--- config.mk ---
export PLATFORM = sky130hd
export DESIGN_NAME = inst_fetch
export DESIGN_NICKNAME = d
export VERILOG_FILES = /design/src/rtl/inst_fetch_pkg.sv /design/src/rtl/inst_fetch.sv
export SDC_FILE = /design/constraint.sdc
export NUM_CORES = 1
export LEC_CHECK = 0
export BUFFER_PORTS_ARGS = -buffer_cell sky130_fd_sc_hd__buf_4
export CAP_MARGIN = 40
export CORE_MARGIN = 4
export CORE_UTILIZATION = 40
export CTS_CLUSTER_SIZE = 16
export DETAILED_ROUTE_END_ITERATION = 8
export GPL_TIMING_DRIVEN = 0
export PLACE_DENSITY = 0.77
export SKIP_CTS_REPAIR_TIMING = 1
export SYNTH_ARGS = -nofsm -noshare
export SYNTH_HDL_FRONTEND = slang
export SYNTH_SLANG_ARGS = --single-unit
--- constraint.sdc ---
create_clock -name clk -period 1.68 [get_ports clk]
set_input_delay 0 -clock clk [delete_from_list [all_inputs] [get_ports clk]]
set_output_delay 0 -clock clk [all_outputs]
set_load 0.1 [all_outputs]
--- src/rtl/inst_fetch_pkg.sv ---
// Shared types and constants for the instruction-fetch stage.
package inst_fetch_pkg;

  localparam logic [31:0] RESET_PC = 32'hBFC0_0000;

  typedef enum logic [1:0] {
    S_REQ  = 2'd0,
    S_WAIT = 2'd1,
    S_HOLD = 2'd2
  } if_state_e;

  function automatic logic pc_misaligned(input logic [31:0] pc);
    return pc[1:0] != 2'b00;
  endfunction

endpackage

--- src/rtl/inst_fetch.sv ---
// MIPS IF stage: owns the PC, issues one SRAM word fetch at a time, buffers it for ID
// and applies branch/jump redirects after the delay-slot instruction.
module inst_fetch
  import inst_fetch_pkg::*;
(
  input  logic        clk,
  input  logic        resetn,
  output logic        inst_req,
  output logic [31:0] inst_addr,
  input  logic        inst_addr_ok,
  input  logic        inst_data_ok,
  input  logic [31:0] inst_rdata,
  input  logic        id_allowin,
  output logic        if_valid,
  output logic [31:0] if_pc,
  output logic [31:0] if_instr,
  output logic        if_adel,
  input  logic        redirect_valid,
  input  logic [31:0] redirect_pc
);

  if_state_e   state_q, state_d;
  logic [31:0] pc_q, pc_d;
  logic        pend_redir_q, pend_redir_d;
  logic [31:0] pend_pc_q, pend_pc_d;
  logic        if_valid_q, if_valid_d;
  logic [31:0] if_pc_q, if_pc_d;
  logic [31:0] if_instr_q, if_instr_d;
  logic        if_adel_q, if_adel_d;
  logic [31:0] next_pc;

  // A redirect arriving in the handoff cycle wins over any older pending one.
  assign next_pc = redirect_valid ? redirect_pc : (pend_redir_q ? pend_pc_q : pc_q + 32'd4);

  assign inst_req  = (state_q == S_REQ) && !pc_misaligned(pc_q);
  assign inst_addr = pc_q;
  assign if_valid  = if_valid_q;
  assign if_pc     = if_pc_q;
  assign if_instr  = if_instr_q;
  assign if_adel   = if_adel_q;

  always_comb begin
    state_d      = state_q;
    pc_d         = pc_q;
    pend_redir_d = pend_redir_q;
    pend_pc_d    = pend_pc_q;
    if_pc_d      = if_pc_q;
    if_instr_d   = if_instr_q;
    if_adel_d    = if_adel_q;

    if (redirect_valid) begin
      pend_redir_d = 1'b1;
      pend_pc_d    = redirect_pc;
    end

    unique case (state_q)
      S_REQ: begin
        // A misaligned PC never reaches the SRAM; it is delivered as an error slot.
        if (pc_misaligned(pc_q)) begin
          state_d    = S_HOLD;
          if_pc_d    = pc_q;
          if_instr_d = 32'd0;
          if_adel_d  = 1'b1;
        end else if (inst_addr_ok) begin
          state_d = S_WAIT;
        end
      end
      S_WAIT: begin
        if (inst_data_ok) begin
          state_d    = S_HOLD;
          if_pc_d    = pc_q;
          if_instr_d = inst_rdata;
          if_adel_d  = 1'b0;
        end
      end
      S_HOLD: begin
        if (id_allowin) begin
          state_d      = S_REQ;
          pc_d         = next_pc;
          pend_redir_d = 1'b0;
        end
      end
      default: state_d = S_REQ;
    endcase

    if_valid_d = (state_d == S_HOLD);
  end

  always_ff @(posedge clk or negedge resetn) begin
    if (!resetn) begin
      state_q      <= S_REQ;
      pc_q         <= RESET_PC;
      pend_redir_q <= 1'b0;
      pend_pc_q    <= 32'd0;
      if_valid_q   <= 1'b0;
      if_pc_q      <= RESET_PC;
      if_instr_q   <= 32'd0;
      if_adel_q    <= 1'b0;
    end else begin
      state_q      <= state_d;
      pc_q         <= pc_d;
      pend_redir_q <= pend_redir_d;
      pend_pc_q    <= pend_pc_d;
      if_valid_q   <= if_valid_d;
      if_pc_q      <= if_pc_d;
      if_instr_q   <= if_instr_d;
      if_adel_q    <= if_adel_d;
    end
  end

endmodule

[After elaboration in Yosys (flattened, before gate mapping)]
Index checks and enable logic that the tools add are counted.
Operators by class
  equality and inequality tests: 5
  shift operators: 0
  div/mod/pow operators: 0
  multipliers: 0
  bitwise operators: 0
  multiplexer cells: 19
  add/sub/neg operators: 1
  reductions and logical operators: 7
  order comparisons: 0
Operators by type and width (number)
  2-to-1 mux 32 bit: 6
  case mux 32 bit (2 select lines): 2
  adder 32 x 3 -> 32 bit, second input constant: 1
  2-to-1 mux 2 bit: 4
  case mux 2 bit (3 select lines): 1
  2-to-1 mux 1 bit: 5
  equality test 2 bit, second input constant: 2
  nonzero test 2 bit: 2
  AND reduction 3 bit: 1
  equality test 2 x 1 -> 1 bit, second input constant: 1
  zero test 2 bit: 1
  inequality test 2 x 1 -> 1 bit, second input constant: 1
  inequality test 2 bit, second input constant: 1
  case mux 1 bit (2 select lines): 1
  AND reduction 2 bit: 1
  logical AND 1 bit: 1
  zero test 1 bit: 1
Word-level totals
  bits in latches: 0
  logic and storage cells: 40
  input port bits: 70
  flip-flop bits (word level): 133
  ROM bits: 0
  output and inout port bits: 99
  memories kept: 0
  memory bits (writable): 0

[Logic depth before layout (Yosys ltp)]
Gate-level depths: netlist (run 1).
  depth in word-level cells: 4
  depth in mapped cells: 7
  mapped depth without buffers: 6

[Worst setup path before layout (run 1)]
OpenSTA, ideal clock, no wires.
  kind: reg2reg
  start: register pc_q[1] (netlist: inst_addr[1])
  end: register state_q[0]
  stages on the path, launching flop included: 3
  library setup time: 76 ps
  arrival: 4282 ps
  buffers on the path: 0
  setup slack: -2677 ps
  period minus slack after synthesis: 4357 ps
  data required time: 1604 ps
  cells stage by stage: dfrtp_1 -> nor4_1 -> a22o_1
On the way
  cells in the longest elaborated chain, start to end: 3
RTL lines
  from (decl): RTL line inst_fetch.sv:23  | logic [31:0] pc_q, pc_d;
  from (signal assigned): RTL line inst_fetch.sv:101  | pc_q <= pc_d;
  nonzero test 2 bit: RTL line inst_fetch_pkg.sv:13  | return pc[1:0] != 2'b00;
  2-to-1 mux 2 bit: RTL line inst_fetch.sv:59  | if (pc_misaligned(pc_q)) begin
  case mux 2 bit (3 select lines): RTL line inst_fetch.sv:56  | unique case (state_q)
  net state_d[0]: RTL line inst_fetch.sv:22  | if_state_e state_q, state_d;
  to (signal assigned): RTL line inst_fetch.sv:100  | state_q <= state_d;
  to (decl): RTL line inst_fetch.sv:22
The timed path passes the listed nets, and every way through them passes these cells.
A chain may end at the register's enable or synchronous reset.

[Worst setup path in the final report (run 1)]
  start: register pc_q[4] (netlist: inst_addr[4])
  end: register pc_q[23] (netlist: inst_addr[23])
On the way
  cells in the longest elaborated chain, start to end: 3
RTL lines
  adder 32 x 3 -> 32 bit: RTL line inst_fetch.sv:33  | assign next_pc = redirect_valid ? redirect_pc : (pend_redir_q ? pend_pc_q : pc_q + 32'd4);
  2-to-1 mux 32 bit (2 in a row): RTL line inst_fetch.sv:33
Every way passes these cells.

==> results_dict.tcl, run 1 <==
set metrics [dict create \
    rr_startpoint "inst_addr[4]" \
    synth_edf_count 0 \
    cpMaxStageDelayCell "dfrtp_4" \
    synth_fp_nets 711 \
    cts_tree "built" \
    status "finished with violations" \
    crit_family "simple AND/OR/NAND/NOR gates" \
    tightest_slew_ps 631 \
    final_nets 986 \
    io_pins 169 \
    reg2reg_setup_slack_ps -70 \
    cts_buffer_depth 2 \
    arrival_ps 2090 \
    gp_congestion 0.846 \
    netlist-cell-type-count 53 \
    htree_levels 4 \
    port_buffers 167 \
    first_pass_iters 5 \
    worstPathMaxFanout 5 \
    clkSinkCount 133 \
    hold_start "redirect_valid" \
    clkLatencyLatePin_ps 420 \
    slowest_delay_ps 450 \
    initial_utilization 0.412 \
    rows 44 \
    wirelength_mm 20.3 \
    track_usage 0.222 \
    ys.flop_type "dfrtp_1" \
    drtIter0Drc 526 \
    yosysWarnings 0 \
    setup_viol 8 \
    synth-seq-area-share 0.553 \
    crit_top_cell "nand4_1" \
    fin_skew_ps 6.47 \
    final_cell_mix "buf_4, nand2_1, dfrtp_1, dlygate4sd3_1, nand3_1" \
    grt_overflow 0 \
    detail-route-antenna-nets 0 \
    wl_per_cell_um 18.3 \
    worst-path-buf-inv 1 \
    final_layout_size_suffix_gt1_frac 0.380 \
    syn_inst 640 \
    rsz0062_at_grt "yes" \
    ys_ff_latch 133 \
    vias 6039 \
    setup_ws_ps -72.8 \
    dp_cells 992 \
    hold-worst-slack_ps 41.4 \
    drc 0 \
    fp.dieH_um 131 \
    stdcell_count 1112 \
    clkTransAtPathRegs_ps 60 \
    final_util 0.639 \
    slew_violations 0 \
    synth_area_per_cell_um2 9.47 \
    worstSetupEndpointType "flop" \
    grt_pass1_wl_mm 29.2 \
    antenna_cells 0 \
    maxCapViolCount 0 \
    syn_to_final_growth_pct 55.1 \
    critical_path_class "reg2reg" \
    start_kind "flop" \
    worstPathRequired_ps 2020 \
    antenna_found_initial 0 \
    dieArea_mm2 0.0172 \
    syn_area_mm2 0.00606 \
    layout_commonest_cell "buf_4" \
    hp-class "in2reg" \
    crit_path_cell_trace "nand4_1 > buf_6 > nor3_4 > nand4_1 > o31a_1 > o22ai_1" \
    hpwl_mm 13.7 \
    hold_end "pend_pc_q[31]" \
    ff2ff_path_depth 6 \
    cts_buffers 17 \
    synthArstFlopShare 1.00 \
    finalHoldViolCount 0 \
    maxSlewHeadroom 0.579 \
    grt_pass1_vias 5252 \
    grt_max_degree 75 \
    fp.dieW_um 131 \
    post-route-period-util 1.04 \
    hold-path-cell-count 3 \
    fin_crit_ps 1750 \
    fmax_mhz 571 \
    pre_cts_slack_ps -563 \
    viasPerCell 5.43 \
    core_area_mm2 0.0147 \
    clock-root-buffer "clkbuf_16" \
    reg2reg_to "inst_addr[23]" \
    violations "negative setup slack" \
]
-- synthesized netlist by cell type (2+ instances only) --
cell type | n | area [um2]
inv_1 | 14 | 52.6
mux2_2 | 27 | 304
nor2b_1 | 2 | 12.5
a221oi_1 | 3 | 26.3
nand4_1 | 9 | 56.3
nand4_2 | 2 | 25.0
a31oi_1 | 13 | 81.3
o21a_1 | 3 | 22.5
nor3_1 | 4 | 20.0
and4_1 | 2 | 17.5
o2bb2ai_1 | 2 | 17.5
a21oi_1 | 23 | 115
o22ai_1 | 4 | 25.0
a41oi_1 | 5 | 43.8
a22oi_1 | 8 | 60.1
buf_1 | 3 | 11.3
a22o_1 | 9 | 78.8
dfrtp_1 | 115 | 2880
dfstp_2 | 18 | 473
and3_1 | 6 | 37.5
clkinv_1 | 2 | 7.51
nand3_1 | 41 | 205
clkbuf_1 | 33 | 124
o31a_1 | 5 | 43.8
o21ai_0 | 48 | 240
o311ai_0 | 2 | 17.5
nor2_1 | 21 | 78.8
nand2_1 | 175 | 657
a211oi_1 | 2 | 15.0
nor3_2 | 2 | 20.0
nor4_1 | 2 | 12.5
a211o_1 | 2 | 17.5
buf_2 | 6 | 30.0
o211ai_1 | 7 | 52.6
nor2_2 | 2 | 12.5
-- worst min-delay path: cells and delay by family --
kind	cells	cell delay, ps
buffers and inverters	1	190
and+or+nand+nor	1	120
AOI/OAI and AO/OA	1	90
-- through the flow --
stage          TNS [ps]  area, um2
3_5_place_dp     -30480       7780
6_report           -422       9400
3_3_place_gp     -33360       7750
5_1_grt           -1060       9400
4_1_cts          -30010       8400
2_1_floorplan     -7850       6270
-- registers in the layout, indices dropped and copies added (netlist names) --
name / cells
state_q: 2
if_instr: 32
if_pc: 32
if_valid: 1
pend_redir_q: 1
inst_addr: 32
pend_pc_q: 32
if_adel: 1
-- logic make-up after synthesis --
logic type,synth area share
AOI/OAI and AO/OA,0.151
xor gates and xnor gates,0.00289
adders and majority gates,0.00206
buffers and inverters,0.0380
DFF,0.553
muxes,0.0518
and+or+nand+nor,0.201
-- how the worst max path moves through the flow --
stage,cells after the start,from,slack (ps),to
floorplan,2,inst_addr[1],-460,state_q[0]
global placement,7,pend_redir_q,-550,inst_addr[9]
global route,6,inst_addr[4],-140,inst_addr[23]
detailed placement,5,state_q[0],-560,inst_addr[8]
CTS,5,state_q[0],-560,inst_addr[7]
finish,6,inst_addr[4],-70,inst_addr[23]
-- final cells by class --
type                            count  area (um2)
Buffer                             38         206
Clock buffer                       20         467
Clock inverter                     12         151
Fill cell                        1152        5300
Inverter                           16        63.8
Multi-Input combinational cell    448        2670
Sequential cell                   133        3440
Tap cell                          184         230
Timing Repair Buffer              261        2160
-- per-layer routing --
layer  vias to the layer above  wire [um]  GRT usage
met3                        36       1820     0.0632
met2                       326       9710      0.355
li1                       2796          -          -
met1                      2881       8370      0.296
met5                         -          0          0
met4                         0        402     0.0665
Power of run 1 is left out: the tool's default activity adds up to more than one toggle a clock period on the data nets, which glitch-free logic cannot reach.
==> run 2, diff against run 1 <==
--- a/config.mk
+++ b/config.mk
@@ -7,12 +7,14 @@
 export LEC_CHECK = 0
 export BUFFER_PORTS_ARGS = -buffer_cell sky130_fd_sc_hd__buf_4
 export CAP_MARGIN = 40
+export CELL_PAD_IN_SITES_DETAIL_PLACEMENT = 1
+export CELL_PAD_IN_SITES_GLOBAL_PLACEMENT = 1
 export CORE_MARGIN = 4
-export CORE_UTILIZATION = 40
+export CORE_UTILIZATION = 35
 export CTS_CLUSTER_SIZE = 16
 export DETAILED_ROUTE_END_ITERATION = 8
 export GPL_TIMING_DRIVEN = 0
-export PLACE_DENSITY = 0.77
+export PLACE_DENSITY = 0.86
 export SKIP_CTS_REPAIR_TIMING = 1
 export SYNTH_ARGS = -nofsm -noshare
 export SYNTH_HDL_FRONTEND = slang
==> run 2 against run 1 <==
Net effect:
- the flow finishes with violations (negative hold slack, negative setup slack)
- sequential cell count did not move
- setup slack got worse by 270 ps
- clock skew rose by 6.9 ps
==> results_dict.tcl, run 2 (same netlist as run 1, synthesis figures left out) <==
set metrics [dict create \
    tightest_slew_ps 718 \
    setup_ws_ps -345 \
    clock-root-buffer "clkbuf_16" \
    crit_path_cell_trace "nand4_1 > nor4_4 > buf_4 > buf_8 > nand4_1 > a21oi_1 > a2bb2oi_1" \
    slew_violations 0 \
    wl_per_cell_um 22.7 \
    detail-route-antenna-nets 0 \
    vias 6561 \
    ff2ff_path_depth 7 \
    cts_buffers 17 \
    io_pins 169 \
    viasPerCell 5.58 \
    reg2reg_setup_slack_ps -350 \
    cts_tree "built" \
    violations "negative hold slack, negative setup slack" \
    layout_commonest_cell "buf_4" \
    port_buffers 167 \
    initial_utilization 0.361 \
    grt_pass1_vias 5850 \
    fmax_mhz 494 \
    hp-class "in2reg" \
    hpwl_mm 15.9 \
    crit_top_cell "nand4_1" \
    rows 47 \
    worstSetupEndpointType "flop" \
    core_area_mm2 0.0168 \
    critical_path_class "reg2reg" \
    first_pass_iters 5 \
    grt_overflow 0 \
    track_usage 0.225 \
    status "finished with violations" \
    fp.dieH_um 140 \
    maxSlewHeadroom 0.521 \
    reg2reg_to "inst_addr[26]" \
    setup_viol 16 \
    start_kind "flop" \
    arrival_ps 2370 \
    post-route-period-util 1.21 \
    clkSinkCount 133 \
    rsz0062_at_grt "yes" \
    hold-path-cell-count 3 \
    antenna_found_initial 0 \
    hold-worst-slack_ps -7.83 \
    wirelength_mm 26.7 \
    rr_startpoint "inst_addr[22]" \
    final_cell_mix "buf_4, nand2_1, dfrtp_1, dlygate4sd3_1, nand3_1" \
    grt_pass1_wl_mm 34.1 \
    fillers 1840 \
    fin_skew_ps 13.4 \
    cpMaxStageDelayCell "dfstp_4" \
    maxCapViolCount 0 \
    worstPathRequired_ps 2030 \
    worstPathMaxFanout 8 \
    final_nets 1013 \
    drc 0 \
    antenna_cells 0 \
    syn_to_final_growth_pct 59.7 \
    finalHoldViolCount 1 \
    gp_congestion 0.883 \
    final_layout_size_suffix_gt1_frac 0.397 \
    crit_start "inst_addr[22]" \
    clkTransAtPathRegs_ps 60 \
    critPathCapture "inst_addr[26]" \
    clkLatencyLatePin_ps 440 \
    fp.dieW_um 140 \
    grt_max_degree 71 \
    slowest_delay_ps 620 \
    fin_crit_ps 2030 \
    cts_buffer_depth 2 \
    drtIter0Drc 473 \
    dieArea_mm2 0.0195 \
    htree_levels 4 \
]
==> run 2: cell type report <==
class | count | area (um2) | area share
Clock inverter | 14 | 209 | 0.0216
Buffer | 41 | 246 | 0.0255
Multi-Input combinational cell | 450 | 2690 | 0.278
Clock buffer | 18 | 429 | 0.0444
Tap cell | 220 | 275 | 0.0284
Sequential cell | 133 | 3440 | 0.356
Inverter | 16 | 63.8 | 0.00660
Timing Repair Buffer | 283 | 2320 | 0.240
==> run 2: per-stage QoR <==
step           std cells  utilization  setup slack (ps)  instance area [um2]  setup TNS [ps]
6_report            1175        0.577              -345                 9680           -2590
5_1_grt             1175        0.577              -452                 9680           -4200
4_1_cts             1061        0.506              -787                 8470          -37080
3_5_place_dp        1029        0.468              -720                 7840          -37320
3_3_place_gp        1027        0.465              -659                 7800          -41460
2_1_floorplan        640            -              -457                 6270           -7850
==> run 2: routing by layer <==
metal / track usage / share of wire / vias to the layer above
met5: 0 / 0 / -
met4: 0.0734 / 0.024 / 0
met3: 0.0521 / 0.071 / 63
met2: 0.372 / 0.51 / 333
met1: 0.295 / 0.40 / 3300
li1: - / - / 2865
==> run 2: worst min path at each step <==
stage,start,endpoint,slack [ps]
floorplan,resetn,if_adel,-300
global placement,inst_rdata[30],if_instr[30],220
detailed placement,resetn,if_instr[10],50
CTS,resetn,if_instr[9],-410
global route,inst_data_ok,state_q[0],-6
finish,inst_data_ok,state_q[0],-8
==> run 2: critical path, delay by kind of cell (launching register included) <==
family | cells | cell delay [ps]
and+or+nand+nor | 3 | 590
DFF | 1 | 620
AOI/OAI and AO/OA | 2 | 400
buffers and inverters | 2 | 340
Power of run 2 is left out for the same reason.
